**src/rtl/storage_load_sequencer_pkg.sv**
```systemverilog
// storage_load_sequencer_pkg: shared enums and width defaults for the storage load sequencer.
package storage_load_sequencer_pkg;
    localparam int DATA_W_DEF = 48;
    localparam int IDX_W_DEF  = 32;
    localparam int CODE_W_DEF = 12;
    typedef enum logic [1:0] {TGT_CODE, TGT_INPUT, TGT_LABEL, TGT_WEIGHT} target_e;
    typedef enum logic [1:0] {ST_IDLE, ST_LOAD, ST_LOC_RST, ST_RUN} state_e;
endpackage

```
**src/rtl/storage_load_sequencer_write_mux.sv**
```systemverilog
// storage_write_mux: registers one load transfer and one weight update, decoding the target into a one-hot write strobe.
module storage_write_mux
    import storage_load_sequencer_pkg::*;
#(
    parameter int DATA_W = DATA_W_DEF,
    parameter int IDX_W  = IDX_W_DEF
) (
    input  logic              clk,
    input  logic              rst_n,
    input  logic              wr_en,
    input  target_e           wr_target,
    input  logic [IDX_W-1:0]  wr_layer,
    input  logic [IDX_W-1:0]  wr_row,
    input  logic [DATA_W-1:0] wr_data,
    input  logic              upd_en,
    input  logic [IDX_W-1:0]  upd_layer,
    input  logic [IDX_W-1:0]  upd_row,
    input  logic [DATA_W-1:0] upd_dc_dw,
    output logic [3:0]        is_write,
    output logic [IDX_W-1:0]  layer_index,
    output logic [IDX_W-1:0]  row_index,
    output logic [DATA_W-1:0] write_data,
    output logic              is_update,
    output logic [IDX_W-1:0]  upd_layer_index,
    output logic [IDX_W-1:0]  upd_row_index,
    output logic [DATA_W-1:0] upd_dc_dw_q
);
    // is_write bit n belongs to target n; index/data registers are shared by all four ports
    always_ff @(posedge clk or negedge rst_n) begin
        if (!rst_n) begin
            is_write        <= '0;
            layer_index     <= '0;
            row_index       <= '0;
            write_data      <= '0;
            is_update       <= 1'b0;
            upd_layer_index <= '0;
            upd_row_index   <= '0;
            upd_dc_dw_q     <= '0;
        end else begin
            is_write  <= wr_en ? 4'(4'b1 << wr_target) : 4'b0;
            is_update <= upd_en;
            if (wr_en) begin
                layer_index <= wr_layer;
                row_index   <= wr_row;
                write_data  <= wr_data;
            end
            if (upd_en) begin
                upd_layer_index <= upd_layer;
                upd_row_index   <= upd_row;
                upd_dc_dw_q     <= upd_dc_dw;
            end
        end
    end
endmodule

```
**src/rtl/storage_load_sequencer.sv**
```systemverilog
// storage_load_sequencer: accepts load bursts into code/input/label/weight storage, weight updates, and run control.
module storage_load_sequencer
    import storage_load_sequencer_pkg::*;
#(
    parameter int DATA_W = DATA_W_DEF,
    parameter int IDX_W  = IDX_W_DEF,
    parameter int CODE_W = CODE_W_DEF
) (
    input  logic              clk_clk,
    input  logic              reset_reset_n,
    input  logic              cmd_valid,
    output logic              cmd_ready,
    input  logic [1:0]        cmd_target,
    input  logic [IDX_W-1:0]  cmd_layer,
    input  logic [IDX_W-1:0]  cmd_count,
    input  logic              data_valid,
    output logic              data_ready,
    input  logic [DATA_W-1:0] data_word,
    input  logic              upd_valid,
    output logic              upd_ready,
    input  logic [IDX_W-1:0]  upd_layer,
    input  logic [IDX_W-1:0]  upd_row,
    input  logic [DATA_W-1:0] upd_dc_dw,
    input  logic              run_start,
    input  logic              run_stop,
    output logic              busy,
    output logic              code_storage_enable_interface_enable,
    output logic              controller_enable_interface_enable,
    output logic              matrix_storage_locator_reset_interface_reset,
    output logic              code_storage_is_write,
    output logic [IDX_W-1:0]  code_storage_write_line,
    output logic [CODE_W-1:0] code_storage_write_data,
    output logic              input_storage_is_write,
    output logic [IDX_W-1:0]  input_storage_write_layer_index,
    output logic [IDX_W-1:0]  input_storage_write_row_index,
    output logic [DATA_W-1:0] input_storage_write_data,
    output logic              label_storage_is_write,
    output logic [IDX_W-1:0]  label_storage_write_layer_index,
    output logic [IDX_W-1:0]  label_storage_write_row_index,
    output logic [DATA_W-1:0] label_storage_write_data,
    output logic              weight_storage_is_write,
    output logic [IDX_W-1:0]  weight_storage_write_layer_index,
    output logic [IDX_W-1:0]  weight_storage_write_row_index,
    output logic [DATA_W-1:0] weight_storage_write_data,
    output logic              weight_storage_is_update_interface_is_update,
    output logic [DATA_W-1:0] weight_storage_update_weight_interface_dc_dw,
    output logic [IDX_W-1:0]  weight_storage_update_weight_interface_layer_index,
    output logic [IDX_W-1:0]  weight_storage_update_weight_interface_row_index
);
    state_e            state, state_nx;
    target_e           target;
    logic [IDX_W-1:0]  layer, count, row;
    logic              cmd_fire, data_fire, last;
    logic [3:0]        is_write;
    logic [IDX_W-1:0]  wr_layer_q, wr_row_q;
    logic [DATA_W-1:0] wr_data_q;

    assign cmd_ready  = state == ST_IDLE;
    assign upd_ready  = 1'b1;
    // any granted update steals the cycle, so a weight write can never coincide with it
    assign data_ready = state == ST_LOAD && !upd_valid;
    assign cmd_fire   = cmd_valid && cmd_ready;
    assign data_fire  = data_valid && data_ready;
    assign last       = row == count - IDX_W'(1);
    assign busy       = state != ST_IDLE;
    assign matrix_storage_locator_reset_interface_reset = state == ST_LOC_RST;
    assign controller_enable_interface_enable           = state == ST_RUN;

    always_comb begin
        state_nx = state;
        case (state)
            ST_IDLE:    state_nx = cmd_fire ? (cmd_count != '0 ? ST_LOAD : ST_IDLE)
                                            : (run_start ? ST_LOC_RST : ST_IDLE);
            ST_LOAD:    state_nx = data_fire && last ? ST_IDLE : ST_LOAD;
            ST_LOC_RST: state_nx = ST_RUN;
            ST_RUN:     state_nx = run_stop ? ST_IDLE : ST_RUN;
            default:    state_nx = ST_IDLE;
        endcase
    end

    always_ff @(posedge clk_clk or negedge reset_reset_n) begin
        if (!reset_reset_n) begin
            state  <= ST_IDLE;
            target <= TGT_CODE;
            layer  <= '0;
            count  <= '0;
            row    <= '0;
        end else begin
            state <= state_nx;
            if (cmd_fire) begin
                target <= target_e'(cmd_target);
                layer  <= cmd_layer;
                count  <= cmd_count;
                row    <= '0;
            end else if (data_fire) begin
                row <= row + IDX_W'(1);
            end
        end
    end

    storage_write_mux #(.DATA_W(DATA_W), .IDX_W(IDX_W)) u_mux (
        .clk             (clk_clk),
        .rst_n           (reset_reset_n),
        .wr_en           (data_fire),
        .wr_target       (target),
        .wr_layer        (layer),
        .wr_row          (row),
        .wr_data         (data_word),
        .upd_en          (upd_valid && upd_ready),
        .upd_layer       (upd_layer),
        .upd_row         (upd_row),
        .upd_dc_dw       (upd_dc_dw),
        .is_write        (is_write),
        .layer_index     (wr_layer_q),
        .row_index       (wr_row_q),
        .write_data      (wr_data_q),
        .is_update       (weight_storage_is_update_interface_is_update),
        .upd_layer_index (weight_storage_update_weight_interface_layer_index),
        .upd_row_index   (weight_storage_update_weight_interface_row_index),
        .upd_dc_dw_q     (weight_storage_update_weight_interface_dc_dw)
    );

    assign code_storage_is_write                = is_write[TGT_CODE];
    assign code_storage_enable_interface_enable = is_write[TGT_CODE];
    assign code_storage_write_line              = wr_row_q;
    assign code_storage_write_data              = wr_data_q[CODE_W-1:0];
    assign input_storage_is_write               = is_write[TGT_INPUT];
    assign input_storage_write_layer_index      = wr_layer_q;
    assign input_storage_write_row_index        = wr_row_q;
    assign input_storage_write_data             = wr_data_q;
    assign label_storage_is_write               = is_write[TGT_LABEL];
    assign label_storage_write_layer_index      = wr_layer_q;
    assign label_storage_write_row_index        = wr_row_q;
    assign label_storage_write_data             = wr_data_q;
    assign weight_storage_is_write              = is_write[TGT_WEIGHT];
    assign weight_storage_write_layer_index     = wr_layer_q;
    assign weight_storage_write_row_index       = wr_row_q;
    assign weight_storage_write_data            = wr_data_q;
endmodule

```
**config.mk**
```make
export PLATFORM = sky130hd
export DESIGN_NAME = storage_load_sequencer
export DESIGN_NICKNAME = d
export VERILOG_FILES = /design/src/rtl/storage_load_sequencer_pkg.sv /design/src/rtl/storage_load_sequencer_write_mux.sv /design/src/rtl/storage_load_sequencer.sv
export SDC_FILE = /design/constraint.sdc
export NUM_CORES = 1
export LEC_CHECK = 0
export CAP_MARGIN = 20
export CORE_AREA = 4 4 289 291
export DETAILED_ROUTE_END_ITERATION = 8
export DIE_AREA = 0 0 293 295
export DONT_BUFFER_PORTS = 1
export SLEW_MARGIN = 10
export SYNTH_ARGS = -nofsm -noshare
export SYNTH_HDL_FRONTEND = slang
export SYNTH_SLANG_ARGS = --single-unit
```
**constraint.sdc**
```tcl
create_clock -name clk_clk -period 4.01 [get_ports clk_clk]
set_input_delay 0.802 -clock clk_clk [delete_from_list [all_inputs] [get_ports clk_clk]]
set_output_delay 0.802 -clock clk_clk [all_outputs]
set_load 0.02 [all_outputs]
```
==> results of run 1 <==
## final cells by class
cell class	instances	area, sq um	share of cell area [%]
Clock inverter	11	92.6	0.572
Inverter	10	37.5	0.232
Timing Repair Buffer	7	77.6	0.479
Clock buffer	54	1130	6.99
Multi-Input combinational cell	823	5260	32.5
Tap cell	1060	1330	8.19
Antenna cell	10	25.0	0.155
Sequential cell	329	8240	50.9
## metal layers
| metal | up-vias | global-route usage, % | share of wire (%) |
|---|---|---|---|
| li1 | 4108 | - | - |
| met1 | 4649 | 12.7 | 37 |
| met2 | 569 | 19.1 | 48 |
| met3 | 103 | 5.93 | 12 |
| met4 | 26 | 4.10 | 3.6 |
| met5 | - | 0 | 0.36 |
## final timing paths
check | from | to | slack, ps
max in group asynchronous | reset_reset_n | u_mux.write_data[28] | 3660
hold reg to reg | layer[25] | u_mux.layer_index[25] | 460
setup reg to reg | count[0] | state[0] | 660
min in group clk_clk | upd_valid | u_mux.is_update | 320
hold / removal | reset_reset_n | u_mux.upd_dc_dw_q[6] | -50
setup / recovery | count[0] | state[0] | 660
## placed cells by master (no fill, tap or decap), types with 11 or more instances in the layout
cell type and count:
nor2_1 47, clkbuf_16 39, a21oi_1 18, nand2_1 357, nand3_1 15, nand4_1 11
nor4_1 17, nor3_1 17, xnor2_1 31, xor2_1 30, o21ai_0 21, dfrtp_1 327
mux2_2 176, or3_1 12
## power by group through the flow
stage	registers, mW	logic [mW]	clock network (mW)
floorplan	4.56	1.96	0
global placement	5.46	0.967	0
detailed placement	5.48	0.999	0
CTS	5.42	1.00	3.57
global route	5.50	1.12	3.72
finish	5.40	0.998	3.42
## logic make-up (layout without fill, tap and decap cells)
group                    after synthesis  after routing  synth area share, %
adder cells (fa/ha/maj)                2              2                0.158
AO/OA/AOI/OAI                         65             65                 2.55
flip-flops                           329            329                 52.1
buffers and inverters                350             82                 14.8
other                                  1             11               0.0237
multiplexers                         181            181                 12.9
XOR/XNOR                              61             61                 3.38
AND/OR/NAND/NOR                      513            513                 14.2
## worst reg2reg max path: stages (launching register included)
cell       delay [ps]
dfrtp_1           410
inv_1              90
ha_1              350
nor4b_4           390
nand3_1           420
nor4_1            360
a21oi_1           110
a2111oi_0         350
or4b_1            490
o31a_1            270
## stage by stage
step,utilization (%),instances,power [mW],hold slack (ps)
floorplan,-,1502,6.52,435
global placement,18.5,2229,6.43,443
detailed placement,18.5,2229,6.48,455
CTS,20.1,2294,9.99,-76.2
global route,20.1,2298,10.3,-93.1
finish,20.1,2304,9.81,-46.3
==> results.yml, run 1 <==
run_status:
  status: "finished, violations left"
  violations: "hold timing"
route:
  wire_per_inst_um: 22.6
  ant_nets: 0
  drcViolationCount: 0
  via_per_inst: 4.10
  firstDrtPassIters: 5
  wl_mm: 52.1
  vias: 9455
  drt_iter0_markers: 656
synth:
  ys_warn_count: 0
  async_reset_ff_share_pct: 100
  yosysSeqAreaShare_pct: 52.1
  syn_area_sq_um: 15800
  synth-main-ff-cell: "dfrtp_1"
  synth.avg_cell_area_sq_um: 10.5
  synth-seq-cells: 329
  yosysTopAreaCell: "dfrtp_1"
  syn_nets: 1737
  synthTopCellsByArea: "dfrtp_1, buf_4, mux2_2"
  synth_common_cells: "nand2_1, dfrtp_1, buf_4, mux2_2, clkbuf_1"
  synth_cell_type_count: 56
  synth_cells: 1502
  yosysTopAreaCellShare_pct: 52.1
  synth_edf_count: 0
  yosysMostFrequentCell: "nand2_1"
sta:
  layout_setup_ws_ps: 657
  setup_viol: 0
  hold_viol_final: 92
  layout_min_cycle_time_ps: 3350
  worst_pin_slew_ps: 1080
  maxSlewViolCount: 0
  rsz0062_at_grt: "no"
  finClkSkew_ps: 17.5
  whs_ps: -46.3
  period_share_pct: 83.6
  fin_setup_tns_ps: 0
  maxSlewHeadroom_pct: 28.2
  fmax_ghz: 0.298
grt:
  grt_pass1_vias: 9959
  grt_max_degree: 330
  grt-ovfl-total: 0
  antenna_found_initial: 23
  grt_pass1_wl_mm: 73.5
  track_usage_pct: 11.5
finish:
  final_cell_area_sq_um: 16200
  drive_gt1_share_pct: 20.6
  fillers: 8679
  num-nets-final: 1445
  area_delta_synth_final_pct: 2.39
  reg_top3: "u_mux.upd_dc_dw_q x48, u_mux.write_data x48"
die:
  die-height_um: 295
  core_area_sq_um: 80500
  start_util_pct: 19.6
  num_rows: 104
  io-pin-count: 737
  die-area_sq_um: 86400
  die_w_um: 293
critical_path:
  end_kind: "flop"
  required_ps: 4430
  cp.arrival_ps: 3770
  cp_slowest_stage_delay_ps: 490
  path_delay_family: "simple AND/OR/NAND/NOR gates"
  r2r_cells: 9
  slowest_stage: "or4b_1"
  crit_buf_inv: 1
  worstPathMaxFanout: 11
  crit_type: "flop to flop"
  worstPathCellList: "inv_1, ha_1, nor4b_4, nand3_1, nor4_1, a21oi_1, a2111oi_0, or4b_1, o31a_1"
  startpoint_type: "flop"
  path_depth: 9
clock_network:
  clock_path_buffers: 3
  clk-insertion-delay-late_ps: 540
  cts_made_buffers: 39
  postCtsSetupRepairBufs: 0
  postCtsResizedCells: 0
  clk_pin_slew_ps: 60
  cts_tree: "yes"
  ctsRootBufferMaster: "clkbuf_16"
  htreeDepth: 2
  cts_sinks: 329
placed_design:
  place_hpwl_mm: 39.6
  dpl_cell_area_sq_um: 14900
  place_ws_ps: 736
  gp_congestion: 0.836
  portBuffers: 0
power:
  seq_power_share_pct: 55.0
  p_sw_share_pct: 35.6
  power_density_nw_per_um2: 606
  p_int_mw: 6.32
  pwr-share-clk_pct: 34.8
  switchingPower_mw: 3.49
  leakage_nw: 7.09
  peakVddDrop_mv: 0.293
  p_comb_share_pct: 10.2
hold_path:
  hp-class: "primary input to asynchronous set/reset pin"
run:
  drv_cap: 0
(Power assumes the default switching activity.)
==> run 2, diff against run 1 <==
==> constraint.sdc (replaced) <==
create_clock -name clk_clk -period 3.19 [get_ports clk_clk]
set_input_delay 0.638 -clock clk_clk [delete_from_list [all_inputs] [get_ports clk_clk]]
set_output_delay 0.638 -clock clk_clk [all_outputs]
set_load 0.02 [all_outputs]
==> results.yml, run 2 (same netlist as run 1, synthesis figures left out) <==
power:
  power_density_nw_per_um2: 780
  power_mw: 12.9
  peakVddDrop_mv: 0.384
  leakage_nw: 7.26
critical_path:
  worstPathMaxFanout: 5
  critPathLaunch: "count[0]"
  crit_top_cell: "or4b_1"
  cp.arrival_ps: 3410
  worstPathCellList: "inv_1, ha_1, or4b_1, o31ai_1, a32oi_1, a2111oi_0, or4b_1, o31a_1"
  crit_buf_inv: 1
  timing.rr.start: "count[0]"
  cp_slowest_stage_delay_ps: 510
  required_ps: 3630
  path_delay_family: "compound AO/OA/AOI/OAI gates"
  slowest_stage: "or4b_1"
  end_kind: "flop"
  startpoint_type: "flop"
  crit_type: "flop to flop"
finish:
  final_common_cell: "nand2_1"
  num-nets-final: 1465
  drive_gt1_share_pct: 22.2
  fillers: 8639
  area_delta_synth_final_pct: 4.58
  reg_top3: "u_mux.upd_dc_dw_q x48, u_mux.write_data x48"
  final_cell_area_sq_um: 16500
  final_cell_mix: "nand2_1, dfrtp_1, mux2_2"
  post-route-util_pct: 20.5
grt:
  grt_pass1_wl_mm: 72.6
  grt_max_degree: 330
  antenna_found_initial: 26
  grt-ovfl-total: 0
  grt_pass1_vias: 9934
  track_usage_pct: 11.5
placed_design:
  gp_congestion: 0.856
  dpl_cell_area_sq_um: 15100
  place_hpwl_mm: 39.5
  portBuffers: 0
route:
  wire_per_inst_um: 22.2
  ant_nets: 0
  firstDrtPassIters: 5
  vias: 9432
  drt_iter0_markers: 698
  wl_mm: 51.7
  via_per_inst: 4.05
  drcViolationCount: 0
sta:
  rsz0062_at_grt: "no"
  layout_min_cycle_time_ps: 2970
  fin_setup_tns_ps: 0
  period_share_pct: 93.2
  worst_pin_slew_ps: 1000
  fmax_ghz: 0.336
  setup_viol: 0
  finClkSkew_ps: 34.7
  maxSlewHeadroom_pct: 33.2
  hold_viol_final: 329
  whs_ps: -230
  maxSlewViolCount: 0
clock_network:
  cts_sinks: 329
  ctsRootBufferMaster: "clkbuf_16"
  htreeDepth: 2
  clk-insertion-delay-late_ps: 560
  cts_tree: "yes"
  postCtsSetupRepairBufs: 0
  clock_path_buffers: 3
  clk_pin_slew_ps: 60
  cts_made_buffers: 40
run:
  drv_cap: 0
die:
  core_area_sq_um: 80500
  die-area_sq_um: 86400
  num_rows: 104
  start_util_pct: 19.6
  die_w_um: 293
  die-height_um: 295
  io-pin-count: 737
run_status:
  status: "finished, violations left"
  violations: "hold timing"
hold_path:
  hp-class: "primary input to asynchronous set/reset pin"
run 2: cell types whose count changed in the layout (fill, tap and decap cells not counted):
cell	change
buf_4	+18
bufinv_16	+5
clkbuf_8	-3
clkinv_2	-3
clkinvlp_4	+3
inv_6	+2
buf_12	+1
clkbuf_16	+1
clkinv_16	+1
diode_2	+1
run 2: layout make-up:
type                    count  area [sq um]  share of cell area, %
diodes                     11          27.5                  0.166
clock buffers              52          1120                   6.75
clock inverters            19           298                   1.80
inverters                  10          37.5                  0.227
multi-input cells         823          5260                   31.8
flip-flops and latches    329          8240                   49.8
well taps                1060          1330                   8.02
repair buffers             26           233                   1.41
run 2: worst register-to-register path: cells and delay by family, from the launching register on:
family | cells | cell delay (ps)
and+or+nand+nor | 2 | 1000
adders and majority gates | 1 | 260
DFF | 1 | 410
AOI/OAI and AO/OA | 4 | 1110
buffers and inverters | 1 | 90
run 2: layer usage:
| metal | up-vias | global-route usage [%] | share of wire, % |
|---|---|---|---|
| li1 | 4155 | - | - |
| met1 | 4617 | 12.8 | 37 |
| met2 | 531 | 18.7 | 48 |
| met3 | 105 | 5.60 | 11 |
| met4 | 24 | 4.86 | 3.9 |
| met5 | - | 0 | 0.31 |
run 2: metrics by stage:
stage                     setup WS (ps)  cells  hold WS (ps)
final                               218   2330          -230
after global routing               45.2   2326          -277
after CTS                           240   2319          -280
after detailed placement            255   2248           351
after global placement              149   2248           352
after floorplan                     399   1502           342
run 2: path summary, 6_finish.rpt:
kind / slack, ps / endpoint / cells past startpoint
max: 220 / state[0] / 8
min: -230 / u_mux.upd_layer_index[4] / 0
max reg2reg: 220 / state[0] / 8
min reg2reg: 460 / u_mux.layer_index[30] / 2
max in group asynchronous: 2960 / u_mux.write_data[19] / 0
min in group clk_clk: 120 / u_mux.is_update / 0
run 2: repair_timing:
item                                    CTS  global route
gates resized for setup                   0             0
endpoints found under the hold margin   329           329
endpoints found under the setup margin    0             0
run 2: report_power, final:
group          leakage [nW]  switching, mW  internal (mW)  total (mW)
combinational          2.45          0.605          0.679        1.28
sequential             4.13           2.03           4.75        6.78
clock                 0.676           1.86           2.97        4.83
